**config.mk**
```make
export PLATFORM = sky130hd
export DESIGN_NAME = req_encoder_8x3
export DESIGN_NICKNAME = d
export VERILOG_FILES = /design/src/rtl/proc_pkg.sv /design/src/rtl/prio_sel_8.sv /design/src/rtl/req_encoder_8x3.sv
export SDC_FILE = /design/constraint.sdc
export NUM_CORES = 1
export LEC_CHECK = 0
export ABC_AREA = 1
export BUFFER_PORTS_ARGS = -buffer_cell sky130_fd_sc_hd__buf_2
export CORE_MARGIN = 5
export CORE_UTILIZATION = 30
export DETAILED_ROUTE_END_ITERATION = 16
export GPL_TIMING_DRIVEN = 0
export PLACE_DENSITY = 0.65
export SYNTH_ARGS = -nofsm -noshare
export SYNTH_HDL_FRONTEND = slang
export SYNTH_SLANG_ARGS = --single-unit
```
**constraint.sdc**
```tcl
create_clock -name clk -period 2.7 [get_ports clk]
set_input_delay 0.675 -clock clk [delete_from_list [all_inputs] [get_ports clk]]
set_output_delay 0.675 -clock clk [all_outputs]
set_load 0.02 [all_outputs]
```
**src/rtl/proc_pkg.sv**
```systemverilog
// Shared constants and types for the request encoder slice.
// Index width, FSM states and a one-hot helper.
package proc_pkg;

  localparam int REQ_N     = 8;
  localparam int REQ_IDX_W = 3;

  typedef logic [0:0] enc_state_t;

  localparam enc_state_t ENC_IDLE  = 1'b0;
  localparam enc_state_t ENC_GRANT = 1'b1;

  function automatic logic [REQ_N-1:0] idx2oh(
    input logic [REQ_IDX_W-1:0] i
  );
    return REQ_N'(1) << i;
  endfunction

endpackage

```
**src/rtl/prio_sel_8.sv**
```systemverilog
// Combinational 8-way selector: highest-index-first or
// round-robin starting just after `start`.
module prio_sel_8
  import proc_pkg::*;
(
  input  logic [REQ_N-1:0]     vec,
  input  logic [REQ_IDX_W-1:0] start,
  input  logic                 rr,
  output logic [REQ_IDX_W-1:0] idx,
  output logic                 any
);

  always_comb begin
    idx = '0;
    any = |vec;
    if (rr) begin
      // walk backwards so the nearest hit after start wins
      for (int i = REQ_N - 1; i >= 0; i--) begin
        if (vec[start + REQ_IDX_W'(i + 1)])
          idx = start + REQ_IDX_W'(i + 1);
      end
    end else begin
      for (int i = 0; i < REQ_N; i++) begin
        if (vec[i])
          idx = REQ_IDX_W'(i);
      end
    end
  end

endmodule

```
**src/rtl/req_encoder_8x3.sv**
```systemverilog
// 8-to-3 request encoder: latches requests, arbitrates,
// and hands out one index at a time over valid/ack.
module req_encoder_8x3
  import proc_pkg::*;
#(
  parameter int N_REQ   = REQ_N,
  parameter int IDX_W   = REQ_IDX_W,
  parameter bit RR_MODE = 1'b0
) (
  input  logic             clk,
  input  logic             rst,
  input  logic             en,
  input  logic [N_REQ-1:0] req,
  input  logic [N_REQ-1:0] mask,
  input  logic             ack,
  output logic [IDX_W-1:0] code,
  output logic             valid,
  output logic [N_REQ-1:0] pending,
  output logic             overflow
);

  enc_state_t       state;
  logic [IDX_W-1:0] rr_ptr;
  logic [N_REQ-1:0] clr;
  logic [N_REQ-1:0] elig;
  logic [IDX_W-1:0] sel_idx;
  logic             sel_any;

  assign clr  = (valid && ack) ? idx2oh(code) : '0;
  assign elig = pending & mask;

  prio_sel_8 u_sel (
    .vec   (elig),
    .start (rr_ptr),
    .rr    (RR_MODE),
    .idx   (sel_idx),
    .any   (sel_any)
  );

  always_ff @(posedge clk) begin
    if (rst) begin
      pending  <= '0;
      code     <= '0;
      valid    <= 1'b0;
      overflow <= 1'b0;
      state    <= ENC_IDLE;
      rr_ptr   <= IDX_W'(N_REQ - 1);
    end else begin
      // a fresh request beats the clear of the same bit
      pending <= (pending & ~clr) | req;
      if (|(req & pending & ~clr))
        overflow <= 1'b1;
      case (state)
        ENC_IDLE: begin
          if (en && sel_any) begin
            code  <= sel_idx;
            valid <= 1'b1;
            state <= ENC_GRANT;
          end
        end
        ENC_GRANT: begin
          if (ack) begin
            valid <= 1'b0;
            state <= ENC_IDLE;
            if (RR_MODE)
              rr_ptr <= code;
          end
        end
        default: state <= ENC_IDLE;
      endcase
    end
  end

endmodule

```
==> run summary <==
- **post-route setup TNS** 0 ns
- **pwr dens** 533 nW/um^2
- **number of buffers added to fix hold violations after cts** 0
- **slew margin rel.** 67.9%
- **total global routing overflow** 0
- **maximum number of pins on one net before global-route repair** 11
- **basic-gate share of the synthesized area counting and, or, nand and nor cells** 39.8%
- **total track usage** 11.7%
- **cells along the critical path** buf_2
- **standby leakage power** 0.553 nW
- **row count** 18
- **first-pass GRT wire length** 3080 um
- **boundary pin count** 33
- **initial antenna violation count** 0
- **chip width** 59.9 um
- **Synth Instances** 123
- **CTS Buffer Depth** 2
- **TritonCTS clock tree** done
- **Yosys warning count** 0
- **kind of cell adding the most delay to the critical path** flip-flops
- **die area** 3580 sq um
- **clock slew at the register clock pins of the worst setup and hold paths** 0.09 ns
- **unrepaired setup endpoints after global routing** false
- **Initial Util** 30.7%
- **number of filler instances in the final layout** 288
- **total power of the final layout** 0.520 mW
- **CTS H-Tree Depth** 1
- **total clock sinks** 14
- **setup slack at placement** 1.07 ns
- **area of the mapped netlist** 746 sq um
- **root buffer cell** sky130_fd_sc_hd__clkbuf_4
- **leading cell type in the layout, fill and taps excluded** sky130_fd_sc_hd__nand2_1
- **iteration-0 DRC count of the detailed router** 24
- **Crit Path Max Fanout** 5
- **share of synthesized area occupied by flip-flops and latches** 37.6%
- **Syn Nets** 143
- **Placer Congestion** 0.877
- **final worst-path setup slack** 1.11 ns
- **Final Slew Violations** 0
- **largest family of logic cells by synthesized area** simple AND/OR/NAND/NOR gates
- **area share of xor/xnor cells in the synthesized design** 0%
- **post-synthesis adder-cell area fraction** 0%
- **run status** finished clean
- **cts repair resizes** 0
- **category of the worst setup path launch point** register
- **average wire per cell in the routed design** 10.2 um
- **count of final hold-check violations** 0
- **crit path time final** 1.59 ns
- **number of vias in the routed layout** 857
- **standard cell with the maximum stage delay on the critical path** sky130_fd_sc_hd__dfxtp_1
- **setup skew after layout** 0.000294 ns
- **slew of the pin with the lowest slew margin** 0.481 ns
- **Floorplan Core Area** 2430 sq um
- **count of distinct cell types in the synthesized netlist** 16
- **max-cap check violation count** 0
- **synthesis-to-layout area growth** 30.7%
- **number of diodes added for antenna fixing** 0
- **vias in the first global route** 725
- **largest voltage drop on the vdd net** 194 uV
- **capturing element type of the critical path** primary output
- **CTS buffer count** 3
- **portion of netlist area occupied by mux cells** 0%
- **total wire length after detailed routing** 1920 um
- **Max Freq** 629 MHz
- **height of the chip** 59.9 um
- **worst skew pair latency** 0.28 ns
- **detailed-router iteration count before antenna repair** 4
- **Setup Fix Bufs, Post-CTS** 0
- **drt drc** 0
- **crit share post-route** 58.9%
- **path type of the worst setup path** reg -> out
- **setup violators final** 0
- **Req. time, crit path** 2.03 ns
- **via/cell ratio** 4.56
- **class of the tightest hold or removal check** reg -> reg
- **crit path DAT** 0.91 ns
- **number of buffers inserted by port buffering** 31
- **layout cell share with drive strength beyond 1** 25.3%
- **number of antenna-violating nets in the routed design** 0
- **fin nets** 179
- **largest stage delay on the critical path** 0.43 ns
- **Post-Syn Area per Cell** 6.06 sq um
- **complex-gate fraction of the synthesized area** 13.6%
- **most frequent cells in the layout** sky130_fd_sc_hd__nand2_1, sky130_fd_sc_hd__buf_2, sky130_fd_sc_hd__inv_1, sky130_fd_sc_hd__nor2_1, sky130_fd_sc_hd__dfxtp_1
- **Crit path buffers/inverters** 1
- **flip-flop and latch count after synthesis** 14
- **total half-perimeter wirelength after legalization and detailed placement** 1560 um
[final timing paths]
path	slack, ns	start	depth (start not counted)	to
worst max-delay path	1.11	code[2]	1	code[2]
worst min-delay path	0.49	valid	2	valid
worst max register to register	1.46	valid	9	overflow
worst min register to register	0.49	valid	2	valid
[cells by family after synthesis]
family          Yosys count
flops                    14
compound gates           18
simple gates             73
buf+inv                  18
[layer usage]
metal	part of all wire, %	vias up	GRT usage [%]
met5	0	-	0
met1	45	374	14.6
met4	2.8	0	7.91
li1	-	451	-
met2	45	28	18.1
met3	7.6	4	1.94
[cell usage after synthesis]
cell type                  number  area (sq um)
sky130_fd_sc_hd__a21boi_0       1          7.51
sky130_fd_sc_hd__a21oi_1       12          60.1
sky130_fd_sc_hd__a31o_2         1          8.76
sky130_fd_sc_hd__clkbuf_1       1          3.75
sky130_fd_sc_hd__dfxtp_1       14           280
sky130_fd_sc_hd__inv_1         16          60.1
sky130_fd_sc_hd__inv_2          1          3.75
sky130_fd_sc_hd__nand2_1       48           180
sky130_fd_sc_hd__nand3_1        4          20.0
sky130_fd_sc_hd__nand3_2        1          10.0
sky130_fd_sc_hd__nand3b_1       1          7.51
sky130_fd_sc_hd__nand4_1        1          6.26
sky130_fd_sc_hd__nor2_1        16          60.1
sky130_fd_sc_hd__nor2_2         2          12.5
sky130_fd_sc_hd__o21ai_0        2          10.0
sky130_fd_sc_hd__o21bai_1       2          15.0
[registers in the layout (all words and copies together), names as in the netlist]
name and flops:
pending 8, code 3, overflow 1, state 1
valid 1
[metrics by stage]
| stage | util (%) | area [sq um] | instances | hold WS [ns] |
|---|---|---|---|---|
| final | 40.1 | 975 | 188 | 0.488 |
| after global routing | 40.1 | 975 | 188 | 0.534 |
| after CTS | 40.1 | 975 | 188 | 0.490 |
| after detailed placement | 38.6 | 938 | 184 | 0.475 |
| after global placement | 38.6 | 938 | 184 | 0.472 |
| after floorplan | - | 746 | 123 | 0.496 |
[layout make-up]
class	instances	area (sq um)	share of cell area [%]
tap	30	37.5	3.85
buffer	1	3.75	0.385
multi-input combinational	91	398	40.8
inverter	17	63.8	6.55
sequential	14	280	28.8
timing repair buffer	31	155	15.9
clock buffer	4	36.3	3.72
[where the power goes]
part           switching (mW)  internal, mW
registers              0.0168         0.225
clock network          0.0705        0.0820
logic                  0.0773        0.0485
Note: power is estimated with default switching activity, not from simulation.
